--- src/rtl/rst_seq_pkg.sv ---
// Shared definitions for the reset/bring-up sequencer: state encoding,
// default parameter values and a saturating-increment helper.
package rst_seq_pkg;

  typedef enum logic [1:0] {
    ST_HOLD    = 2'd0,
    ST_STAGGER = 2'd1,
    ST_RUN     = 2'd2,
    ST_TIMEOUT = 2'd3
  } state_e;

  localparam int DEF_NUM_CH         = 3;
  localparam int DEF_HOLD_CYCLES    = 25;
  localparam int DEF_STAGGER_CYCLES = 2;
  localparam int DEF_WDOG_CYCLES    = 1024;
  localparam int DEF_CNT_W          = 32;

  // Callers zero-extend to 64 bits and pass their own all-ones ceiling.
  function automatic logic [63:0] sat_inc(input logic [63:0] value,
                                          input logic [63:0] max_value);
    return (value == max_value) ? value : value + 64'd1;
  endfunction

endpackage

--- src/rtl/rst_seq_wdog.sv ---
// Watchdog counter for rst_sequencer; the module only exists when
// RST_SEQ_WDOG_EN is defined.
`ifdef RST_SEQ_WDOG_EN
module rst_seq_wdog
  import rst_seq_pkg::*;
#(
  parameter int CNT_W       = DEF_CNT_W,
  parameter int WDOG_CYCLES = DEF_WDOG_CYCLES
) (
  input  logic clk_in,
  input  logic clear,
  input  logic enable,
  output logic expire
);

  localparam logic [CNT_W-1:0] LAST    = CNT_W'(WDOG_CYCLES - 1);
  localparam logic [CNT_W-1:0] CNT_MAX = '1;

  logic [CNT_W-1:0] count;

  // NOTE: sequential state is written with <= so every flop samples the
  // pre-edge values; blocking = here would create order-dependent races.
  always_ff @(posedge clk_in) begin
    if (clear) begin
      count <= '0;
    end else if (enable) begin
      count <= CNT_W'(sat_inc(64'(count), 64'(CNT_MAX)));
    end
  end

  // A heartbeat arrives through clear, so it beats expiry on the same edge.
  assign expire = enable && !clear && (count == LAST);

endmodule
`endif

--- src/rtl/rst_sequencer.sv ---
// Reset stretcher and staggered per-channel release with run-cycle counter.
// Define RST_SEQ_WDOG_EN to build in the heartbeat watchdog and TIMEOUT state.
module rst_sequencer
  import rst_seq_pkg::*;
#(
  parameter int NUM_CH         = DEF_NUM_CH,
  parameter int HOLD_CYCLES    = DEF_HOLD_CYCLES,
  parameter int STAGGER_CYCLES = DEF_STAGGER_CYCLES,
  parameter int WDOG_CYCLES    = DEF_WDOG_CYCLES,
  parameter int CNT_W          = DEF_CNT_W
) (
  input  logic              clk_in,
  input  logic              rst_in,
  input  logic              soft_rst_req,
  input  logic              heartbeat,
  output logic [NUM_CH-1:0] rst_out,
  output logic              all_released,
  output logic              wdog_timeout,
  output logic [CNT_W-1:0]  cycle_count
);

  localparam logic [CNT_W-1:0] HOLD_LAST = CNT_W'(HOLD_CYCLES - 1);
  localparam logic [CNT_W-1:0] STAG_LAST = CNT_W'((NUM_CH - 1) * STAGGER_CYCLES);
  localparam logic [CNT_W-1:0] CNT_MAX   = '1;
  localparam bit               DIRECT    = (NUM_CH == 1) || (STAGGER_CYCLES == 0);

  state_e            state, state_d;
  logic [CNT_W-1:0]  cnt, cnt_d;
  logic [NUM_CH-1:0] rst_out_d;
  logic              all_released_d;
  logic              wdog_timeout_d;
  logic [CNT_W-1:0]  cycle_count_d;
  logic              wdog_expire;

`ifdef RST_SEQ_WDOG_EN
  rst_seq_wdog #(
    .CNT_W       (CNT_W),
    .WDOG_CYCLES (WDOG_CYCLES)
  ) u_wdog (
    .clk_in (clk_in),
    .clear  (rst_in | soft_rst_req | heartbeat | (state != ST_RUN)),
    .enable (state == ST_RUN),
    .expire (wdog_expire)
  );
`else
  logic unused_wdog;
  assign unused_wdog = heartbeat ^ (WDOG_CYCLES == 0);
  assign wdog_expire = 1'b0;
`endif

  always_ff @(posedge clk_in) begin
    if (rst_in) begin
      state        <= ST_HOLD;
      cnt          <= '0;
      rst_out      <= '1;
      all_released <= 1'b0;
      wdog_timeout <= 1'b0;
      cycle_count  <= '0;
    end else begin
      state        <= state_d;
      cnt          <= cnt_d;
      rst_out      <= rst_out_d;
      all_released <= all_released_d;
      wdog_timeout <= wdog_timeout_d;
      cycle_count  <= cycle_count_d;
    end
  end

  always_comb begin
    // NOTE: every output of this block gets a default first, so no path
    // through the case leaves a variable unassigned and infers a latch.
    state_d        = state;
    cnt_d          = cnt;
    rst_out_d      = rst_out;
    all_released_d = all_released;
    wdog_timeout_d = wdog_timeout;
    cycle_count_d  = cycle_count;

    if (soft_rst_req) begin
      state_d        = ST_HOLD;
      cnt_d          = '0;
      rst_out_d      = '1;
      all_released_d = 1'b0;
      cycle_count_d  = '0;
    end else if (wdog_expire) begin
      state_d        = ST_TIMEOUT;
      rst_out_d      = '1;
      all_released_d = 1'b0;
      wdog_timeout_d = 1'b1;
    end else begin
      unique case (state)
        ST_HOLD: begin
          cnt_d = cnt + CNT_W'(1);
          if (cnt == HOLD_LAST) begin
            cnt_d = '0;
            if (DIRECT) begin
              state_d        = ST_RUN;
              rst_out_d      = '0;
              all_released_d = 1'b1;
              cycle_count_d  = '0;
            end else begin
              state_d      = ST_STAGGER;
              rst_out_d[0] = 1'b0;
            end
          end
        end
        ST_STAGGER: begin
          // cnt_d is the number of edges since channel 0 was released.
          cnt_d = cnt + CNT_W'(1);
          for (int k = 1; k < NUM_CH; k++) begin
            if (cnt_d == CNT_W'(k * STAGGER_CYCLES)) rst_out_d[k] = 1'b0;
          end
          if (cnt_d == STAG_LAST) begin
            state_d        = ST_RUN;
            cnt_d          = '0;
            all_released_d = 1'b1;
            cycle_count_d  = '0;
          end
        end
        ST_RUN: begin
          cycle_count_d = CNT_W'(sat_inc(64'(cycle_count), 64'(CNT_MAX)));
        end
        ST_TIMEOUT: begin
        end
        default: begin
        end
      endcase
    end
  end

endmodule

--- config.mk ---
export PLATFORM = sky130hd
export DESIGN_NAME = rst_sequencer
export DESIGN_NICKNAME = d
export VERILOG_FILES = /design/src/rtl/rst_seq_pkg.sv /design/src/rtl/rst_seq_wdog.sv /design/src/rtl/rst_sequencer.sv
export SDC_FILE = /design/constraint.sdc
export NUM_CORES = 1
export LEC_CHECK = 0
export BUFFER_PORTS_ARGS = -buffer_cell sky130_fd_sc_hd__buf_4
export CAP_MARGIN = 5
export CORE_ASPECT_RATIO = 0.8
export CORE_UTILIZATION = 60
export CTS_BUF_LIST = sky130_fd_sc_hd__clkbuf_16
export CTS_CLUSTER_SIZE = 20
export DETAILED_ROUTE_END_ITERATION = 7
export GPL_TIMING_DRIVEN = 0
export PLACE_DENSITY_LB_ADDON = 0.25
export SYNTH_ARGS = -nofsm -noshare
export SYNTH_HDL_FRONTEND = slang
export SYNTH_SLANG_ARGS = --single-unit
export TNS_END_PERCENT = 5
--- constraint.sdc ---
create_clock -name clk_in -period 6.2 [get_ports clk_in]
set_clock_uncertainty 0.05 [all_clocks]
set_input_delay 0.31 -clock clk_in [delete_from_list [all_inputs] [get_ports clk_in]]
set_output_delay 0.31 -clock clk_in [all_outputs]
set_load 0.02 [all_outputs]
# After elaboration in Yosys (flattened, before gate mapping)
# Index checks and enable logic that the tools add are counted.
[op_classes]
add_sub_neg = 2
n_eq_ne = 9
n_mux = 9
reduce_logical = 9
[op_table]
columns = ["operator", "n"]
rows = [
  ["$mux W32", 4],
  ["$pmux W32 S2", 2],
  ["$add A32 B1 Y32 const B", 2],
  ["$eq A32 B2 Y1 const B", 1],
  ["$eq A32 B3 Y1 const B", 1],
  ["$eq A32 B32 Y1 const B", 1],
  ["$eq A32 B5 Y1 const B", 1],
  ["$ne A2 B2 Y1 const B", 3],
  ["$reduce_and A2 Y1", 3],
  ["$reduce_and A3 Y1", 2],
  ["$mux W2", 2],
  ["$pmux W2 S2", 1],
  ["$reduce_bool A2 Y1", 2],
  ["$eq A2 B1 Y1 const B", 1],
  ["$eq A2 B2 Y1 const B", 1],
  ["$logic_not A2 Y1", 1],
  ["$reduce_or A2 Y1", 1],
]
[totals]
ff_bits = 70
elab_cells = 36

# Depth between registers and ports, before layout
# Gate-level depths: netlist (run 1).
[depth]
ltp_word = 4
ltp_mapped = 11
ltp_nobuf = 9

# Worst setup path before layout (run 1)
# Ideal clock, no wire load.
[synth_path]
path_type = "flip-flop to flip-flop"
start = "register cnt[0]"
end = "register cycle_count[31]"
setup_ns = 0.132
t_arrival_ns = 2.551
path_slack_ns = 3.467
path_stages_with_launch = 10
path_buffers = 0
synth_period_minus_slack_ns = 2.733
cell_sequence = "dfxtp_1 > ha_1 > nand3_1 > nor4_4 > nand3_1 > o211a_1 > nor4b_2 > nand4_2 > nor4_1 > nor3_1"
[synth_between]
elab_chain_cells = 4
[synth_rtl]
columns = ["element", "line_no", "source"]
rows = [
  ["start: declaration", "rst_sequencer.sv:28", "logic [CNT_W-1:0] cnt, cnt_d;"],
  ["start signal: assignment", "rst_sequencer.sv:61", "cnt <= cnt_d;"],
  ["$add A32 B1 Y32", "rst_sequencer.sv:109", "cnt_d = cnt + CNT_W'(1);"],
  ["$eq A32 B3 Y1", "rst_sequencer.sv:113", "if (cnt_d == STAG_LAST) begin"],
  ["$ne A2 B2 Y1 (no source line)", "-", ""],
  ["$reduce_and A3 Y1 (no source line)", "-", ""],
  ["end signal: assignment", "rst_sequencer.sv:65", "cycle_count <= cycle_count_d;"],
  ["end: declaration", "rst_sequencer.sv:19", "output logic [CNT_W-1:0] cycle_count"],
]
# No other way between the ends.
# A chain may end at the register's enable or synchronous reset.

# Worst setup path in the final report (run 1)
[layout_path]
start = "register cnt[0]"
end = "register cnt[22]"
[layout_between]
elab_chain_cells = 4
elab_cells_between_ends = 6
cone_classes = "1 x add/sub; 2 x eq/ne; 3 x mux"
[layout_rtl]
columns = ["element", "line_no", "source"]
rows = [
  ["$add A32 B1 Y32", "rst_sequencer.sv:93, rst_sequencer.sv:109", ""],
  ["$eq A32 B3 Y1", "rst_sequencer.sv:113", ""],
  ["$mux W32", "rst_sequencer.sv:113", ""],
  ["$pmux W32 S2 *", "rst_sequencer.sv:91", "unique case (state)"],
]
# Every way passes the cells marked *; elsewhere a longest branch is shown, timed or not.

==> results of run 1 <==
-- kinds of logic (layout without fill, tap and decap cells) --
kind of cell | after synthesis | in the layout | share of synthesized area [%]
AOI/OAI and AO/OA | 95 | 95 | 13.93
and+or+nand+nor | 318 | 318 | 39.51
adders and majority gates | 4 | 4 | 1.131
other | 1 | 1 | 0.08471
muxes | 7 | 7 | 1.639
buffers and inverters | 54 | 108 | 5.512
xor gates and xnor gates | 33 | 33 | 6.529
DFF | 70 | 70 | 31.66
-- path summary, 6_finish.rpt --
path         startpoint         end  slack, ps  cells after the start
max              cnt[0]     cnt[22]       2570                     10
min              rst_in      cnt[2]        360                      4
max reg2reg      cnt[0]     cnt[22]       2570                     10
min reg2reg  rst_out[2]  rst_out[2]        390                      2
-- layout make-up --
| cell class | instances | area, sq um | share of cell area, % |
|---|---|---|---|
| Clock inverter | 7 | 71.32 | 1.394 |
| Buffer | 47 | 217.7 | 4.254 |
| Clock buffer | 9 | 225.2 | 4.401 |
| Sequential cell | 70 | 1401 | 27.38 |
| Multi-Input combinational cell | 458 | 2781 | 54.35 |
| Timing Repair Buffer | 38 | 285.3 | 5.575 |
| Tap cell | 87 | 108.9 | 2.127 |
| Inverter | 7 | 26.28 | 0.5134 |
-- sequential cells by signal (all words and copies together), names as in the netlist --
signal and cells:
cnt 32, state 2, all_released 1, rst_out 3
cycle_count 32
-- synthesized netlist by cell type (all sizes together) (2+ instances only) --
library cell and number:
nand2 60, and3 13, nor3b 4, buf 24, o22ai 5, a21oi 21, mux2i 5, ha 4
o21a 2, a2111oi 2, o21ai 21, xnor2 20, nor4 18, nand4b 2, nand2b 8, nor4b 5
o211ai 3, nand3 48, mux2 2, or2 6, nor3 30, nor2 59, a211o 2, nor2b 2
clkbuf 23, inv 7, dfxtp 70, a21o 2, o221a 3, nand4 30, or4 5, or3 11
a31o 6, a31oi 19, xor2 13, and4 10, and2 5
-- layer usage --
metal	global-route usage [%]	part of all wire (%)	vias to the layer above
li1	-	-	2229
met1	47.95	44	2210
met2	51.13	42	306
met4	10.45	2.2	0
met5	0	0	-
met3	8.627	12	39
-- worst register-to-register path, stage by stage (launching register included) --
cell	delay [ps]
dfxtp_1	490
ha_1	320
nand3_1	270
nor4_4	640
a31o_1	290
nand4_1	110
nor4b_2	280
nand4_2	300
nand2_1	390
buf_2	300
nor2_1	80
-- power by group through the flow --
| stage | Sequential (mW) | Clock (mW) | Combinational [mW] |
|---|---|---|---|
| after floorplan | 0.461 | 0 | 0.0109 |
| after global placement | 0.462 | 0 | 0.0184 |
| after detailed placement | 0.462 | 0 | 0.0185 |
| after CTS | 0.452 | 0.520 | 0.0188 |
| after global routing | 0.452 | 0.539 | 0.0208 |
| final | 0.452 | 0.519 | 0.0195 |
==> results.tsv, run 1 <==
metric	value	unit
diodes	0	
ys_seq_elements	70	
synth_edf_count	0	
routabilityCongestion	0.9421	
slowest_delay	640	ps
cts.sinks	70	
final_cell_mix	dfxtp_1 (70), nand2_1 (60), nor2_1 (58)	
clock_latency	330	ps
route.vias.total	4784	
synth_area_leaders	dfxtp_1 (32%), nand3_1 (5.3%), nand2_1 (5.1%), nor2_1 (4.9%), xnor2_1 (4.0%)	
setup_viol	0	
min_period_over_period	58.59	%
critical_path_arrival	3800	ps
die_y	78.83	microns
cpMaxStageDelayCell	nor4_4	
dieArea	7728	sq um
clockPowerShare	52.4	%
syn_nets	590	
timing.fmax	0.2753	GHz
crit_type	reg -> reg	
wl	13.14	mm
run_status	finished, violations left	
cp-start-kind	register	
synth-async-reset-ratio	0	%
synth_top_flop_cell	dfxtp_1	
required	6370	ps
postSynthAreaPerCell	7.606	sq um
synth_top_area_share	31.66	%
hpwl	9.335	mm
viasPerCell	6.617	
crit_fanout	10	
first_global_vias	4055	
synth_seq_area_share	31.66	%
whs	359.2	ps
cts_resized	0	
areaGrowthSynthToFinish	15.60	%
pwr_density_cell	193.5	nW/um^2
pwr-share-comb	2.0	%
port_buffers	38	
path_buf_inv	1	
tns	0	ps
antenna_found_initial	0	
p_seq_share	45.6	%
final_cells	723	
period_needed	3632	ps
nFillCells	573	
cts_max_level	3	
final_area	5117	sq um
ys_types	62	
cap_violations	0	
ys_warn_count	0	
worst_pin_slew	837.1	ps
cts_tree	done	
drv_slew	0	
grt_overflow_total	0	
cts-root-buf	clkbuf_16	
final_common_cell	dfxtp_1	
worst_slack	2568	ps
track_usage	34.10	%
wl_per_cell	18.18	microns
start_util	63.30	%
placed_area	4821	sq um
drive_gt1_share	15.72	%
final_util	73.18	%
ir_worst_vdd	140.8	uV
synth.largest_area_cell	dfxtp_1	
post-cts-setup-buffers	0	
clock_path_buffers	2	
rsz0062_at_grt	false	
cts_buffers	9	
p_sw_share	22.53	%
violations	DRC	
dp.cells	707	
syn_area	4427	sq um
drc	3	
grt_first_pass_wirelength	20.75	mm
placeableCoreArea	6993	sq um
drt_iter0_markers	512	
slew_headroom	43.99	%
switchingPower	223.2	uW
endpoint_kind	register	
ant_nets	0	
dpl_worst_slack	2677	ps
holdCritPathClass	in -> reg	
grt_max_degree	14	
crit_family	simple AND/OR/NAND/NOR gates	
crit_chain	ha_1 -> nand3_1 -> nor4_4 -> a31o_1 -> nand4_1 -> nor4b_2 -> nand4_2 -> nand2_1 -> buf_2 -> nor2_1	
die_w	98.04	microns
p_int	767.2	uW
nNetsFinal	639	
cts.clk_slew.worst_paths	60	ps
totalPowerFinal	990.3	uW
syn_inst	582	
power_leakage	1.803	nW
drt_first_pass_iters	8	
postCtsHoldBufs	0	
row_count	27	
hold_violations	0	
ioPinCount	41	
Note: power is estimated with default switching activity, not from simulation.
==> inputs of run 2 (changes only) <==
Settings changed: CORE_UTILIZATION 60 to 54.
Clock period 6.2 ns to 3 ns, I/O delays scaled along.
==> results.tsv, run 2 (same netlist as run 1, synthesis figures left out) <==
metric	value	unit
grt_first_pass_wirelength	21.40	mm
ioPinCount	41	
period_needed	2918	ps
final_cells	749	
cts-root-buf	clkbuf_16	
cts.clk_slew.worst_paths	60	ps
dp.cells	728	
die_y	82.98	microns
final_cell_mix	dfxtp_1 (68), nand2_1 (59), nor2_1 (58)	
final_common_cell	dfxtp_1	
critical_path_arrival	3100	ps
antenna_found_initial	0	
viasPerCell	6.450	
drt_first_pass_iters	6	
track_usage	32.43	%
cts.sinks	70	
route.vias.total	4831	
final_area	5293	sq um
placeableCoreArea	7946	sq um
ir_worst_vdd	350.8	uV
endpoint_kind	register	
placed_area	4847	sq um
crit_type	reg -> reg	
tns	0	ps
postCtsHoldBufs	0	
cts_buffers	9	
first_global_vias	4186	
dpl_worst_slack	-481.5	ps
power_leakage	1.892	nW
slew_headroom	43.06	%
row_count	29	
clock_path_buffers	2	
diodes	0	
start_util	55.71	%
cts_tree	done	
areaGrowthSynthToFinish	19.56	%
hpwl	9.480	mm
run_status	completed	
grt_max_degree	12	
totalPowerFinal	1.930	mW
die_w	103.2	microns
routabilityCongestion	0.9593	
wl	13.48	mm
worst_slack	81.58	ps
min_period_over_period	97.28	%
drt_iter0_markers	369	
nNetsFinal	644	
hold_violations	0	
port_buffers	38	
cp-start-kind	register	
ant_nets	0	
cap_violations	0	
drv_slew	0	
cts_max_level	3	
wl_per_cell	17.99	microns
drc	0	
setup_viol	0	
dieArea	8566	sq um
crit_fanout	8	
grt_overflow_total	0	
reg_top3	cnt (32), cycle_count (32), rst_out (3)	
pwr_density_cell	364.7	nW/um^2
worst_pin_slew	851.0	ps
holdCritPathClass	in -> reg	
drive_gt1_share	18.25	%
timing.fmax	0.3427	GHz
clock_latency	340	ps
required	3180	ps
[run 2: cell types whose count changed in the layout (fill, tap and decap cells not counted), moves of 2 or more]
cell      change
nor4_1        -3
inv_1         +2
clkbuf_1      -4
clkinv_1      +2
nand4_4       +3
nand4_2       -3
dfxtp_1       -2
inv_6         -2
buf_4         +9
nor4_4        +2
[run 2: stage by stage]
step           util (%)  hold slack [ps]
6_report          66.60            193.2
5_1_grt           66.60            217.4
4_1_cts           64.98            201.3
3_5_place_dp      61.00            393.4
3_3_place_gp      61.00            380.0
2_1_floorplan         -            382.8
[run 2: cell type report]
type	instances	area, sq um
fill	681	2654
tap	108	135.1
sequential	70	1406
timing repair buffer	46	345.3
buffer	44	212.7
inverter	7	26.28
clock buffer	9	225.2
clock inverter	7	33.78
multi-input combinational	458	2908
[run 2: final timing paths]
| kind | start | endpoint | slack [ps] | depth (start not counted) |
|---|---|---|---|---|
| worst max-delay path | cnt[5] | cycle_count[20] | 80 | 10 |
| worst min-delay path | rst_in | cnt[1] | 190 | 4 |
| worst max register to register | cnt[5] | cycle_count[20] | 80 | 10 |
| worst min register to register | rst_out[0] | rst_out[0] | 400 | 2 |
[run 2: worst max-delay path, cell delays in order (launching register included)]
cell and delay, ps:
dfxtp_1 300, buf_2 170, nand3_2 260, nor4_4 410, buf_4 190, xnor2_1 140
nand4_1 130, nor4b_2 330, nand4_4 250, and2_1 290, o221a_1 280
[run 2: where the power goes]
| group | total [mW] | switching [mW] | internal (mW) |
|---|---|---|---|
| Sequential | 0.934 | 0.00356 | 0.931 |
| Combinational | 0.0396 | 0.0294 | 0.0102 |
| Clock | 0.956 | 0.412 | 0.545 |
[run 2: timing repair]
| action | CTS | global route |
|---|---|---|
| pin swaps | 2 | 7 |
| buffers inserted | 2 | 6 |
| resized for setup | 10 | 18 |
| endpoints found under the setup margin | 55 | 50 |
[run 2: routing by layer]
layer	track usage, %	vias up	share of wire [%]
met5	0	-	0
met4	9.219	0	1.4
met3	9.428	24	11
met2	45.15	263	42
met1	48.00	2310	45
li1	-	2234	-
